## config.mk

```make
export PLATFORM = sky130hd
export DESIGN_NAME = pc_unit
export DESIGN_NICKNAME = d
export VERILOG_FILES = /design/src/rtl/pc_unit.sv
export SDC_FILE = /design/constraint.sdc
export NUM_CORES = 1
export LEC_CHECK = 0
export CAP_MARGIN = 20
export CORE_UTILIZATION = 47
export CTS_CLUSTER_DIAMETER = 40
export DETAILED_ROUTE_END_ITERATION = 8
export PLACE_DENSITY = 0.88
export SYNTH_ARGS = -nofsm -noshare
export SYNTH_HDL_FRONTEND = slang
export SYNTH_SLANG_ARGS = --single-unit
```

## constraint.sdc

```tcl
create_clock -name clk -period 5.45 [get_ports clk]
set_clock_uncertainty 0.1 [all_clocks]
set_input_delay 0.8175 -clock clk [delete_from_list [all_inputs] [get_ports clk]]
set_output_delay 0.8175 -clock clk [all_outputs]
set_load 0.02 [all_outputs]
```

## src/rtl/pc_unit.sv

```systemverilog
// ============================================================================
// Module   : pc_unit
// Brief    : Registered program counter with branch-condition evaluation,
//            stall and HLT-driven RUN/HALTED control. Define PC_UNIT_STATS_EN
//            to build the saturating branch statistics counters.
// Revision : 1.0
// ============================================================================
`default_nettype none

module pc_unit #(
    parameter int                ADDR_W   = 16,
    parameter int                IMM_W    = 9,
    parameter logic [ADDR_W-1:0] RESET_PC = '0
) (
    input  logic              clk,
    input  logic              rst,
    input  logic              stall,
    input  logic              br_en,
    input  logic              br_reg,
    input  logic [2:0]        cond,
    input  logic [IMM_W-1:0]  imm,
    input  logic [2:0]        flags,
    input  logic [ADDR_W-1:0] reg_target,
    input  logic              halt_in,
    output logic [ADDR_W-1:0] pc,
    output logic [ADDR_W-1:0] pc_plus2,
    output logic              taken,
    output logic              halted,
    output logic [15:0]       br_cnt,
    output logic [15:0]       tkn_cnt
);

    typedef enum logic [0:0] {
        ST_RUN    = 1'b0,
        ST_HALTED = 1'b1
    } state_t;

    state_t            r_state;
    state_t            w_state_nxt;
    logic [ADDR_W-1:0] r_pc;
    logic [ADDR_W-1:0] w_pc_nxt;
    logic [ADDR_W-1:0] w_imm_ext;
    logic [ADDR_W-1:0] w_b_target;
    logic [ADDR_W-1:0] w_br_target;
    logic              w_z;
    logic              w_v;
    logic              w_n;
    logic              w_cond_true;
    logic              w_br_valid;

    assign {w_z, w_v, w_n} = flags;

    always_comb begin
        w_cond_true = 1'b0;
        case (cond)
            3'b000:  w_cond_true = !w_z;
            3'b001:  w_cond_true = w_z;
            3'b010:  w_cond_true = !w_z && !w_n;
            3'b011:  w_cond_true = w_n;
            3'b100:  w_cond_true = w_z || (!w_z && !w_n);
            3'b101:  w_cond_true = w_n || w_z;
            3'b110:  w_cond_true = w_v;
            default: w_cond_true = 1'b1;
        endcase
    end

    // A branch only counts as "seen" when the pipeline actually advances past it.
    assign w_br_valid = (r_state == ST_RUN) && !stall && !halt_in && br_en;
    assign taken      = w_br_valid && w_cond_true;

    assign pc_plus2    = r_pc + ADDR_W'(2);
    assign w_imm_ext   = ADDR_W'($signed(imm));
    assign w_b_target  = pc_plus2 + (w_imm_ext << 1);
    assign w_br_target = reg_target & ~ADDR_W'(1);

    always_comb begin
        w_state_nxt = r_state;
        w_pc_nxt    = r_pc;
        if (r_state == ST_RUN && !stall) begin
            if (halt_in) begin
                w_state_nxt = ST_HALTED;
            end else if (taken) begin
                w_pc_nxt = br_reg ? w_br_target : w_b_target;
            end else begin
                w_pc_nxt = pc_plus2;
            end
        end
    end

    always_ff @(posedge clk) begin
        if (rst) begin
            r_state <= ST_RUN;
            r_pc    <= RESET_PC;
        end else begin
            r_state <= w_state_nxt;
            r_pc    <= w_pc_nxt;
        end
    end

    assign pc     = r_pc;
    assign halted = (r_state == ST_HALTED);

`ifdef PC_UNIT_STATS_EN
    logic [15:0] r_br_cnt;
    logic [15:0] r_tkn_cnt;

    always_ff @(posedge clk) begin
        if (rst) begin
            r_br_cnt  <= '0;
            r_tkn_cnt <= '0;
        end else begin
            if (w_br_valid && r_br_cnt != 16'hFFFF) begin
                r_br_cnt <= r_br_cnt + 16'd1;
            end
            if (taken && r_tkn_cnt != 16'hFFFF) begin
                r_tkn_cnt <= r_tkn_cnt + 16'd1;
            end
        end
    end

    assign br_cnt  = r_br_cnt;
    assign tkn_cnt = r_tkn_cnt;
`else
    assign br_cnt  = '0;
    assign tkn_cnt = '0;
`endif

endmodule

`default_nettype wire

```

==> Yosys cells after proc, flatten, opt, wreduce, memory -nomap -nowiden <==
Index checks and enable logic that the tools add are counted.
{ "word_totals": {"reg_bits": 17, "inputBits": 37, "output_inout_bits": 66} }
{ "classes": {"add_sub_neg": 2, "mux": 3, "bitwise": 2, "eq_ne": 6, "n_reduce_logical": 14} }
{ "ops": {"columns": ["operator", "count"], "rows": [
  ["16-bit 2-to-1 mux", 2],
  ["16-bit adder", 1],
  ["16-bit by 2-bit adder with 16-bit output, second input constant", 1],
  ["3-bit == test, second input constant", 3],
  ["1-bit case mux with 7 select lines", 1],
  ["3-bit by 2-bit == test with 1-bit output, second input constant", 2],
  ["1-bit logical AND", 5],
  ["1-bit zero test", 4],
  ["2-bit AND reduction", 2],
  ["3-bit by 1-bit == test with 1-bit output, second input constant", 1],
  ["3-bit zero test", 1],
  ["1-bit logical OR", 2],
  ["1-bit NOT", 2]
]} }

==> Logic depth before layout (Yosys ltp) <==
Gate-level depths: netlist of run 1.
{ "depth": {"depth_word": 6, "ltp_mapped": 13} }

==> Worst setup path after synthesis of run 1 <==
No wires, ideal clock.
{ "synth_timing": {"kind": "register to register", "start": "reg r_pc[2], in the netlist pc[2]", "end": "reg r_pc[12], in the netlist pc[12]", "required_time_ns": 5.217, "setup_time_ns": 0.133, "period_less_slack_ns": 3.286, "setup_slack_ns": 2.164, "n_path_buf": 0, "stages_incl_launch_ff": 12, "t_arrival_ns": 3.054, "path_cell_list": "dfxtp_1 ha_1 nand3_2 nor2_1 xor2_1 ha_1 a21o_1 o22ai_1 nor2_1 or4_1 nand4_1 a31oi_1"} }
{ "synth_between": {"elab_chain_len": 4} }
{ "synth_lines": {"columns": ["item", "line_no", "source"], "rows": [
  ["from (decl)", "40", "logic [ADDR_W-1:0] r_pc;"],
  ["from (signal assigned)", "96", "r_pc <= w_pc_nxt;"],
  ["16-bit by 2-bit adder with 16-bit output", "71", "assign pc_plus2 = r_pc + ADDR_W'(2);"],
  ["named net pc_plus2[7]", "26", "output logic [ADDR_W-1:0] pc_plus2,"],
  ["16-bit adder", "73", "assign w_b_target = pc_plus2 + (w_imm_ext << 1);"],
  ["16-bit 2-to-1 mux", "83", "w_pc_nxt = br_reg ? w_br_target : w_b_target;"],
  ["16-bit 2-to-1 mux", "82", "end else if (taken) begin"]
]} }
The timed path passes the listed nets, and every way through them passes these cells.
A chain may end at the register's enable or synchronous reset.

==> Worst setup path in the final report of run 1 <==
{ "layout_timing": {"start": "in cond[2]", "end": "out taken"} }
{ "layout_between": {"elab_chain_len": 3, "word_cells_on_any_way": 9} }
{ "layout_lines": {"columns": ["item", "line_no", "source"], "rows": [
  ["from (decl)", "20", "input logic [2:0] cond,"],
  ["3-bit == test, or another cell as far along", "55", "case (cond)"],
  ["1-bit case mux with 7 select lines (*)", "55", null],
  ["1-bit logical AND (*)", "69", "assign taken = w_br_valid && w_cond_true;"],
  ["to (decl)", "27", "output logic taken,"]
]} }
Mark *: on every way between the ends. The rest lies on a longest branch, timed or not.

==> results of run 1 <==
==> worst max path at each step <==
| stage | startpoint | to | slack (ns) | depth (start not counted) |
|---|---|---|---|---|
| 4_1_cts | cond[2] | taken | 1.33 | 7 |
| 3_5_place_dp | cond[2] | taken | 1.34 | 7 |
| 5_1_grt | cond[2] | taken | 1.18 | 7 |
| 6_report | cond[2] | taken | 1.30 | 7 |
| 3_3_place_gp | cond[2] | taken | 1.39 | 7 |
| 2_1_floorplan | pc[2]$_SDFFE_PP0P_ | pc[12]$_SDFFE_PP0P_ | 2.16 | 11 |
==> kinds of logic (layout without fill, tap and decap cells) <==
logic type	Yosys count	after routing	synth area share
AO/OA/AOI/OAI	95	95	0.271
flip-flops	16	16	0.136
adder cells (fa/ha/maj)	19	19	0.104
AND/OR/NAND/NOR	105	105	0.244
XOR/XNOR	21	21	0.0778
buffers and inverters	57	81	0.148
other	1	34	0.00159
multiplexers	4	4	0.0180
==> layer usage <==
layer | track usage | routed length [µm]
met4 | 0.0697 | 71
met3 | 0.0235 | 536
met5 | 0 | 0
met1 | 0.324 | 2780
met2 | 0.421 | 3100
==> sequential cells by signal, indices dropped and copies added, names as in the netlist <==
name and flops:
halted 1, pc 15
==> cell type report <==
type / count / share of cell area
clock buffers: 4 / 0.0184
flip-flops and latches: 16 / 0.107
multi-input cells: 278 / 0.608
repair buffers: 68 / 0.227
well taps: 67 / 0.0281
inverters: 9 / 0.0113
==> where the power goes <==
group | total, mW | internal, mW | switching (mW)
sequential | 0.134 | 0.123 | 0.0109
combinational | 0.206 | 0.0884 | 0.118
clock | 0.108 | 0.0642 | 0.0440
==> stage by stage <==
stage | hold WS (ns) | total power [mW]
floorplan | 0.477 | 0.284
global placement | 0.394 | 0.334
detailed placement | 0.422 | 0.339
CTS | 0.436 | 0.445
global route | 0.459 | 0.471
finish | 0.437 | 0.448
==> synthesized netlist by cell type (4+ instances only) <==
master    number
xor2_1        11
nand4_1        5
nand3_1        6
inv_1          8
buf_2          4
nand2_1       25
a21oi_1       22
nor2_1        19
nand2b_1       4
dfxtp_1       16
a211o_1        4
a31oi_1        9
nor3_1        10
a21o_1         9
buf_4         35
and3_1         5
clkbuf_1       9
ha_1          18
xnor2_1       10
o21ai_0       14
o211ai_1       8
nor2b_1        9
and2_1         5
o21ai_1        4
==> worst max-delay path, stage by stage <==
cell	delay (ns)
clkdlybuf4s50_1	0.56
nor2b_1	0.07
a31oi_1	0.23
a32o_2	0.43
nand2_2	0.22
inv_2	0.25
clkdlybuf4s50_1	0.66
==> placed cells by master (no fill, tap or decap), drive strengths merged, types with 3 or more instances in the layout <==
cell           Yosys  routed
clkbuf             9       4
o211ai             8       8
nor2              19      19
o22ai              3       3
nor4               5       5
and3               5       5
o21ai             18      18
nor2b              9       9
nor3              10      10
a21o               9       9
nand2             26      26
inv                9       9
ha                18      18
nand2b             4       4
a221oi             4       4
and2               5       5
conb               1      34
a31oi              9       9
nand4              6       6
nand3              7       7
a211o              4       4
clkdlybuf4s50      0      67
xor2              11      11
dfxtp             16      16
xnor2             10      10
a21oi             22      22
==> metrics.md, run 1 <==
| Metric | Value |
|---|---|
| Status | finished clean |
| Min cycle time layout | 4.15 ns |
| Flops & latches, synth | 16 |
| # setup viols final | 0 |
| Chip Height | 72.9 µm |
| Post-CTS Hold Fix Bufs | 0 |
| TNS Setup | 0 ns |
| Via density | 5.65 |
| Global-route usage over all layers | 0.244 |
| CP max FO | 14 |
| Core Util, Final | 0.624 |
| Vias in the first global route | 2278 |
| Total iterations of the first detailed-routing run | 5 |
| Final period util | 0.761 |
| Nets | 432 |
| Hold Crit Endpoint | pc[6]$_SDFFE_PP0P_ |
| H-Tree Depth | 1 |
| Area post-placement | 2930 µm² |
| Max Freq | 241 MHz |
| Worst setup EP type | output port |
| Post-synthesis sequential area ratio | 0.136 |
| CTS max path bufs | 2 |
| Final worst slack | 1.30 ns |
| Syn Area/Cell | 7.43 µm² |
| Rel. slew slack | 0.364 |
| # Post-CTS Setup Buffers | 0 |
| IO buf count | 67 |
| CP arrival | 3.23 ns |
| Row Count | 25 |
| # diodes | 0 |
| R2R Path End | pc[12]$_SDFFE_PP0P_ |
| Synth warn | 0 |
| Worst r2r src | pc[2]$_SDFFE_PP0P_ |
| Top-area cell type share of the netlist area | 0.136 |
| Max Slew Vio Count | 0 |
| Pre-CTS setup slack | 1.34 ns |
| R2R depth | 11 |
| R2R setup slack | 2.03 ns |
| Post-cts repair resize count | 0 |
| Post-DR wirelength/cell | 14.7 µm |
| Synth area leader | dfxtp_1 |
| First-pass GRT wire length | 10.4 mm |
| CP Data Required Time | 4.53 ns |
| IO Pins | 103 |
| Clk sinks | 16 |
| Hold Path Stages | 2 |
| Largest net degree at the start of global routing | 27 |
| CP Class | primary input to output port |
| Synth Instances | 318 |
| Pwr/cell area | 150 nW/µm² |
| Total global routing overflow | 0 |
| Synth async-reset ratio | 0 |
| Post-route insts no fill | 442 |
| Synth Cell Area | 2360 µm² |
| Clock Root Buffer | clkbuf_8 |
| Number of fill cells | 420 |
| Pleak | 1.25 nW |
| Antenna violations before repair | 0 |
| CTS tree | yes |
| Clock Latency Late Sink | 0.25 ns |
| Top cells by area, synth | dfxtp_1, buf_4, ha_1 |
| Syn-to-layout area delta | 26.4% |
| Multi-input logic area | 1820 µm² |
| Hpwl dp | 4.97 mm |
| Number of enable flip-flop cells after synthesis | 0 |
| GPL Wtd Cong | 0.851 |
| Setup repair after global routing missed its margin | false |
| Hold/Removal Path Class | flop to flop |
| Final Instance Area | 2990 µm² |
| Max-cap violation count | 0 |
| Via count | 2496 |
| Core area | 4790 µm² |
| Final Hold Violating Endpoints | 0 |
| Initial DRC count | 310 |
| Netlist cell types | 60 |
| Die footprint | 5320 µm² |
| Antenna Nets Post-Route | 0 |
| Share of cells above drive strength 1 | 0.0507 |
| Die width | 72.9 µm |
| # DRC | 0 |
| Critical hold path startpoint | pc[6]$_SDFFE_PP0P_ |
| Max VDD drop | 0.0870 mV |
| Worst-Margin Slew | 0.950 ns |
| Seq. cell area | 320 µm² |
| Clock transition at path regs | 0.06 ns |
| Startpoint Class | primary input |
| Final WL | 6.49 mm |
| Synth Flop Type | dfxtp_1 |
| Dpl cells | 438 |
| Starting density of the core | 0.494 |
| Num CTS Buffers | 3 |
Power figures use the tool's default switching activity.
==> run 2, diff against run 1 <==
--- a/config.mk
+++ b/config.mk
@@ -6,10 +6,10 @@
 export NUM_CORES = 1
 export LEC_CHECK = 0
 export CAP_MARGIN = 20
-export CORE_UTILIZATION = 47
+export CORE_UTILIZATION = 39
 export CTS_CLUSTER_DIAMETER = 40
 export DETAILED_ROUTE_END_ITERATION = 8
-export PLACE_DENSITY = 0.88
+export PLACE_DENSITY = 0.78
 export SYNTH_ARGS = -nofsm -noshare
 export SYNTH_HDL_FRONTEND = slang
 export SYNTH_SLANG_ARGS = --single-unit
==> constraint.sdc (replaced) <==
create_clock -name clk -period 3.52 [get_ports clk]
set_clock_uncertainty 0.1 [all_clocks]
set_input_delay 0.528 -clock clk [delete_from_list [all_inputs] [get_ports clk]]
set_output_delay 0.528 -clock clk [all_outputs]
set_load 0.02 [all_outputs]
==> metrics.md, run 2 (synthesis gave the netlist of run 1 again) <==
| Metric | Value |
|---|---|
| Global-route usage over all layers | 0.199 (was 0.244) |
| First-pass GRT wire length | 10.1 mm (was 10.4 mm) |
| Via density | 5.35 (was 5.65) |
| Initial DRC count | 176 (was 310) |
| Share of cells above drive strength 1 | 0.0712 (was 0.0507) |
| Total global routing overflow | 0 (unchanged) |
| Max reg flops | 15 (unchanged) |
| Final worst slack | 0.278 ns (was 1.30 ns) |
| Row Count | 27 (was 25) |
| Hpwl dp | 5.07 mm (was 4.97 mm) |
| Nets | 437 (was 432) |
| Num CTS Buffers | 3 (unchanged) |
| Clock Latency Late Sink | 0.26 ns (was 0.25 ns) |
| Leading cell type in the layout, fill and taps excluded | clkdlybuf4s50_1 (unchanged) |
| Post-CTS Hold Fix Bufs | 0 (unchanged) |
| Syn-to-layout area delta | 28.5% (was 26.4%) |
| Chip Height | 79.8 µm (was 72.9 µm) |
| TNS Setup | 0 ns (unchanged) |
| Sequential cell fraction of total power | 0.306 (was 0.298) |
| Max Slew Vio Count | 0 (unchanged) |
| Min cycle time layout | 3.24 ns |
| IO buf count | 67 (unchanged) |
| CP max FO | 14 (unchanged) |
| Max VDD drop | 0.0927 mV (was 0.0870 mV) |
| Final Hold Violating Endpoints | 0 (unchanged) |
| Hold/Removal Path Class | flop to flop (unchanged) |
| Total iterations of the first detailed-routing run | 4 (was 5) |
| Status | finished clean (unchanged) |
| Clock transition at path regs | 0.07 ns (was 0.06 ns) |
| Rel. slew slack | 0.476 (was 0.364) |
| Clock Root Buffer | clkbuf_8 (unchanged) |
| Die width | 79.8 µm (was 72.9 µm) |
| CP arrival | 2.61 ns (was 3.23 ns) |
| Clock network power share | 0.216 (was 0.241) |
| Core area | 5680 µm² (was 4790 µm²) |
| Worst setup EP type | output port (unchanged) |
| CTS tree | yes (unchanged) |
| CTS max path bufs | 2 (unchanged) |
| # setup viols final | 0 (unchanged) |
| CP Class | primary input to output port (unchanged) |
| Clk sinks | 16 (unchanged) |
| H-Tree Depth | 1 (unchanged) |
| Startpoint Class | primary input (unchanged) |
| Most frequent cells in the layout | clkdlybuf4s50_1, conb_1, nand2_1, a21oi_1 (was clkdlybuf4s50_1, conb_1, nand2_1, a21oi_1, nor2_1) |
| Net Switching | 0.269 mW (was 0.173 mW) |
| Vias in the first global route | 2116 (was 2278) |
| IO Pins | 103 (unchanged) |
| Antenna Nets Post-Route | 0 (unchanged) |
| # DRC | 0 (unchanged) |
| CP Data Required Time | 2.89 ns (was 4.53 ns) |
| GPL Wtd Cong | 0.861 (was 0.851) |
| Final WL | 6.46 mm (was 6.49 mm) |
| Pre-CTS setup slack | 0.248 ns (was 1.34 ns) |
| Pwr/cell area | 222 nW/µm² (was 150 nW/µm²) |
| Largest net degree at the start of global routing | 21 (was 27) |
| Via count | 2414 (was 2496) |
| Starting density of the core | 0.416 (was 0.494) |
| Hold Slack | 0.432 ns (was 0.437 ns) |
| Die footprint | 6380 µm² (was 5320 µm²) |
| Antenna violations before repair | 0 (unchanged) |
| Net Sw Frac | 0.399 (was 0.386) |
| # diodes | 0 (unchanged) |
| Logic pwr share | 0.478 (was 0.460) |
| Pleak | 1.28 nW (was 1.25 nW) |
| Post-DR wirelength/cell | 14.3 µm (was 14.7 µm) |
| P_int | 0.406 mW (was 0.275 mW) |
| Max Freq | 308 MHz |
| Setup repair after global routing missed its margin | false (unchanged) |
| Max-cap violation count | 0 (unchanged) |
| Final period util | 0.921 |
| Worst-Margin Slew | 0.783 ns (was 0.950 ns) |
run 2: cell count changes in the layout (fill, tap and decap cells not counted):
cell,previous run,this run
xor2_2,0,1
nor2_2,0,1
o22ai_1,3,2
nor2_1,19,18
xor2_1,11,10
clkbuf_8,4,3
nand2_2,1,2
nand2_1,25,24
o22ai_2,0,1
buf_4,1,6
run 2: final timing paths:
| path | from | to | slack [ns] | cells past startpoint |
|---|---|---|---|---|
| max | cond[2] | taken | 0.28 | 7 |
| max reg2reg | pc[1]$_SDFFE_PP0P_ | pc[12]$_SDFFE_PP0P_ | 0.30 | 11 |
| min | halted$_SDFFE_PP0P_ | halted$_SDFFE_PP0P_ | 0.43 | 2 |
| min reg2reg | halted$_SDFFE_PP0P_ | halted$_SDFFE_PP0P_ | 0.43 | 2 |
run 2: final cells by class:
cell class	count	area (µm²)
clock buffers	3	41.3
fillers	554	2640
inverters	9	33.8
multi-input cells	278	1840
flip-flops and latches	16	320
well taps	72	90.1
repair buffers	73	716
run 2: timing repair:
| action | CTS | global route |
|---|---|---|
| resized for setup | 0 | 4 |
| setup buffers | 0 | 0 |
| endpoints found under the setup margin | 0 | 1 |
run 2: power by group through the flow:
stage | combinational [mW] | sequential (mW) | clock, mW
6_report | 0.323 | 0.206 | 0.146
5_1_grt | 0.351 | 0.208 | 0.157
4_1_cts | 0.320 | 0.206 | 0.142
3_5_place_dp | 0.318 | 0.210 | 0
3_3_place_gp | 0.314 | 0.209 | 0
2_1_floorplan | 0.224 | 0.216 | 0
run 2: through the flow:
| stage | power, mW | cells | area (µm²) | util |
|---|---|---|---|---|
| 6_report | 0.675 | 451 | 3040 | 0.535 |
| 5_1_grt | 0.716 | 451 | 3040 | 0.535 |
| 4_1_cts | 0.668 | 451 | 3020 | 0.532 |
| 3_5_place_dp | 0.528 | 448 | 2980 | 0.524 |
| 3_3_place_gp | 0.524 | 448 | 2980 | 0.524 |
| 2_1_floorplan | 0.440 | 351 | 2490 | - |
run 2: critical path, stage by stage:
cell and delay (ns):
clkdlybuf4s50_1 0.56, nor2b_1 0.07, a31oi_1 0.23, a32o_2 0.44
nand2_2 0.12, inv_2 0.07, clkdlybuf4s50_1 0.60
run 2: routing by layer:
metal | global-route usage | wire, µm
met4 | 0.0571 | 68
met3 | 0.0194 | 438
met1 | 0.275 | 2970
met2 | 0.325 | 2990
met5 | 0 | 0
==> run 3, diff against run 2 <==
--- a/config.mk
+++ b/config.mk
@@ -6,10 +6,12 @@
 export NUM_CORES = 1
 export LEC_CHECK = 0
 export CAP_MARGIN = 20
-export CORE_UTILIZATION = 39
+export CELL_PAD_IN_SITES_DETAIL_PLACEMENT = 1
+export CELL_PAD_IN_SITES_GLOBAL_PLACEMENT = 1
+export CORE_UTILIZATION = 27
 export CTS_CLUSTER_DIAMETER = 40
 export DETAILED_ROUTE_END_ITERATION = 8
-export PLACE_DENSITY = 0.78
+export PLACE_DENSITY_LB_ADDON = 0.1
 export SYNTH_ARGS = -nofsm -noshare
 export SYNTH_HDL_FRONTEND = slang
 export SYNTH_SLANG_ARGS = --single-unit
==> metrics.md, run 3 (synthesis gave the netlist of run 1 again) <==
| Metric | Value |
|---|---|
| Via count | 2466 (was 2414) |
| Dpl cells | 489 (was 448) |
| Core Util, Final | 0.383 (was 0.535) |
| CTS tree | yes (unchanged) |
| # DRC | 0 (unchanged) |
| R2R setup slack | 0.28 ns (was 0.30 ns) |
| WP buf/inv | 1 (was 3) |
| Min cycle time layout | 3.24 ns (about the same) |
| Total Power | 0.716 mW (was 0.675 mW) |
| Clock Root Buffer | clkbuf_8 (unchanged) |
| H-Tree Depth | 1 (unchanged) |
| Max VDD drop | 0.104 mV (was 0.0927 mV) |
| Total iterations of the first detailed-routing run | 4 (unchanged) |
| Row Count | 33 (was 27) |
| Cell Chain, Critical Path | nand2_1 > buf_4 > nor3_1 > nand2_1 > xnor2_1 > ha_1 > a21oi_1 > o21ai_0 > a31o_2 > a21oi_1 > mux2i_1 > a221oi_2 (was clkdlybuf4s50_1 > nor2b_1 > a31oi_1 > a32o_2 > nand2_2 > inv_2 > clkdlybuf4s50_1) |
| Syn-to-layout area delta | 35.1% (was 28.5%) |
| Share of cells above drive strength 1 | 0.101 (was 0.0712) |
| Final worst slack | 0.283 ns (was 0.278 ns) |
| IO buf count | 67 (unchanged) |
| Slowest-stage cell, CP | dfxtp_1 (was clkdlybuf4s50_1) |
| Antenna Nets Post-Route | 0 (unchanged) |
| Max Slew Vio Count | 0 (unchanged) |
| Worst-Margin Slew | 0.792 ns (was 0.783 ns) |
| # diodes | 0 (unchanged) |
| # Post-CTS Setup Buffers | 0 (unchanged) |
| Pre-CTS setup slack | 0.188 ns (was 0.248 ns) |
| Nets | 445 (was 437) |
| Global-route usage over all layers | 0.175 (was 0.199) |
| Chip Height | 95.6 µm (was 79.8 µm) |
| Most frequent cells in the layout | clkdlybuf4s50_1, conb_1, nand2_1, a21oi_1 (unchanged) |
| First-pass GRT wire length | 12.2 mm (was 10.1 mm) |
| Seq. cell area | 320 µm² (unchanged) |
| CP max FO | 9 (was 14) |
| Setup repair after global routing missed its margin | false (unchanged) |
| Worst r2r src | pc[5]$_SDFFE_PP0P_ (was pc[1]$_SDFFE_PP0P_) |
| Hpwl dp | 6.38 mm (was 5.07 mm) |
| Antenna violations before repair | 0 (unchanged) |
| Crit path largest cell delay | 0.48 ns (was 0.60 ns) |
| Total global routing overflow | 0 (unchanged) |
| Leading cell type in the layout, fill and taps excluded | clkdlybuf4s50_1 (unchanged) |
| Status | finished clean (unchanged) |
| Worst setup EP type | flop (was output port) |
| Max reg flops | 15 (unchanged) |
| CP Data Required Time | 3.53 ns (was 2.89 ns) |
| Max Freq | 309 MHz (was 308 MHz) |
| IO Pins | 103 (unchanged) |
| Die footprint | 9130 µm² (was 6380 µm²) |
| # setup viols final | 0 (unchanged) |
| Pleak | 1.35 nW (was 1.28 nW) |
| CTS max path bufs | 2 (unchanged) |
| CP Launch Point | pc[5]$_SDFFE_PP0P_ (was cond[2]) |
| Max-cap violation count | 0 (unchanged) |
| Num CTS Buffers | 3 (unchanged) |
| Critical hold path startpoint | pc[3]$_SDFFE_PP0P_ (was halted$_SDFFE_PP0P_) |
| Initial DRC count | 84 (was 176) |
| Number of fill cells | 1049 (was 554) |
| Clock transition at path regs | 0.07 ns (about the same) |
| Multi-input logic area | 1880 µm² (was 1840 µm²) |
| Top delay family on crit path | compound AO/OA/AOI/OAI gates (was buffers and inverters) |
| Core area | 8340 µm² (was 5680 µm²) |
| GPL Wtd Cong | 0.790 (was 0.861) |
| Largest net degree at the start of global routing | 21 (unchanged) |
| Clock Latency Late Sink | 0.26 ns (about the same) |
| Clk sinks | 16 (unchanged) |
| Rel. slew slack | 0.470 (was 0.476) |
| CP arrival | 3.24 ns (was 2.61 ns) |
| Startpoint Class | flop (was primary input) |
| Vias in the first global route | 2331 (was 2116) |
| Final Hold Violating Endpoints | 0 (unchanged) |
| TNS Setup | 0 ns (unchanged) |
| Pwr/cell area | 224 nW/µm² (was 222 nW/µm²) |
| Starting density of the core | 0.283 (was 0.416) |
| Die width | 95.6 µm (was 79.8 µm) |
| Post-route insts no fill | 493 (was 451) |
| Final WL | 7.96 mm (was 6.46 mm) |
| Final period util | 0.920 (was 0.921) |
| CP Class | flop to flop (was primary input to output port) |
| Post-CTS Hold Fix Bufs | 0 (unchanged) |
| Hold/Removal Path Class | flop to flop (unchanged) |
| Post-DR wirelength/cell | 16.1 µm (was 14.3 µm) |
| Via density | 5.00 (was 5.35) |
-- run 3: cell types whose count changed in the layout (fill, tap and decap cells not counted), sizes merged --
cell    previous run  this run
clkbuf             3         4
buf                6        14
-- run 3: final cells by class --
| type | count | area share |
|---|---|---|
| inverter | 9 | 0.0106 |
| clock buffer | 4 | 0.0172 |
| sequential | 16 | 0.100 |
| multi-input combinational | 278 | 0.588 |
| timing repair buffer | 81 | 0.243 |
| tap | 105 | 0.0411 |
-- run 3: timing repair --
| item | CTS | global route |
|---|---|---|
| setup endpoints to repair | 0 | 4 |
| hold endpoints to repair | 0 | 0 |
| resized for setup | 0 | 10 |
-- run 3: where the power goes --
group          total (mW)  switching, mW  internal [mW]
sequential          0.208         0.0175          0.190
clock               0.170         0.0708         0.0994
combinational       0.338          0.192          0.146
total               0.716          0.280          0.436
-- run 3: stage by stage --
step | cell area [µm²] | hold slack [ns]
after global routing | 3190 | 0.448
after floorplan | 2490 | 0.477
final | 3190 | 0.416
after CTS | 3130 | 0.426
after detailed placement | 3080 | 0.410
after global placement | 3080 | 0.394
-- run 3: layer usage --
layer | track usage | share of wire
met1 | 0.240 | 0.49
met2 | 0.298 | 0.47
met3 | 0.0112 | 0.040
met4 | 0.0373 | 0.0075
met5 | 0 | 0
-- run 3: final timing paths --
path                         endpoint  cells after the start
hold / removal     pc[3]$_SDFFE_PP0P_                      2
setup / recovery  pc[15]$_SDFFE_PP0P_                     12
hold reg to reg    pc[3]$_SDFFE_PP0P_                      2
setup reg to reg  pc[15]$_SDFFE_PP0P_                     12
-- run 3: worst register-to-register path: stages, from the launching register on --
cell and delay, ns:
dfxtp_1 0.48, nand2_1 0.16, buf_4 0.20, nor3_1 0.23
nand2_1 0.14, xnor2_1 0.36, ha_1 0.40, a21oi_1 0.16
o21ai_0 0.10, a31o_2 0.21, a21oi_1 0.19, mux2i_1 0.27
a221oi_2 0.08
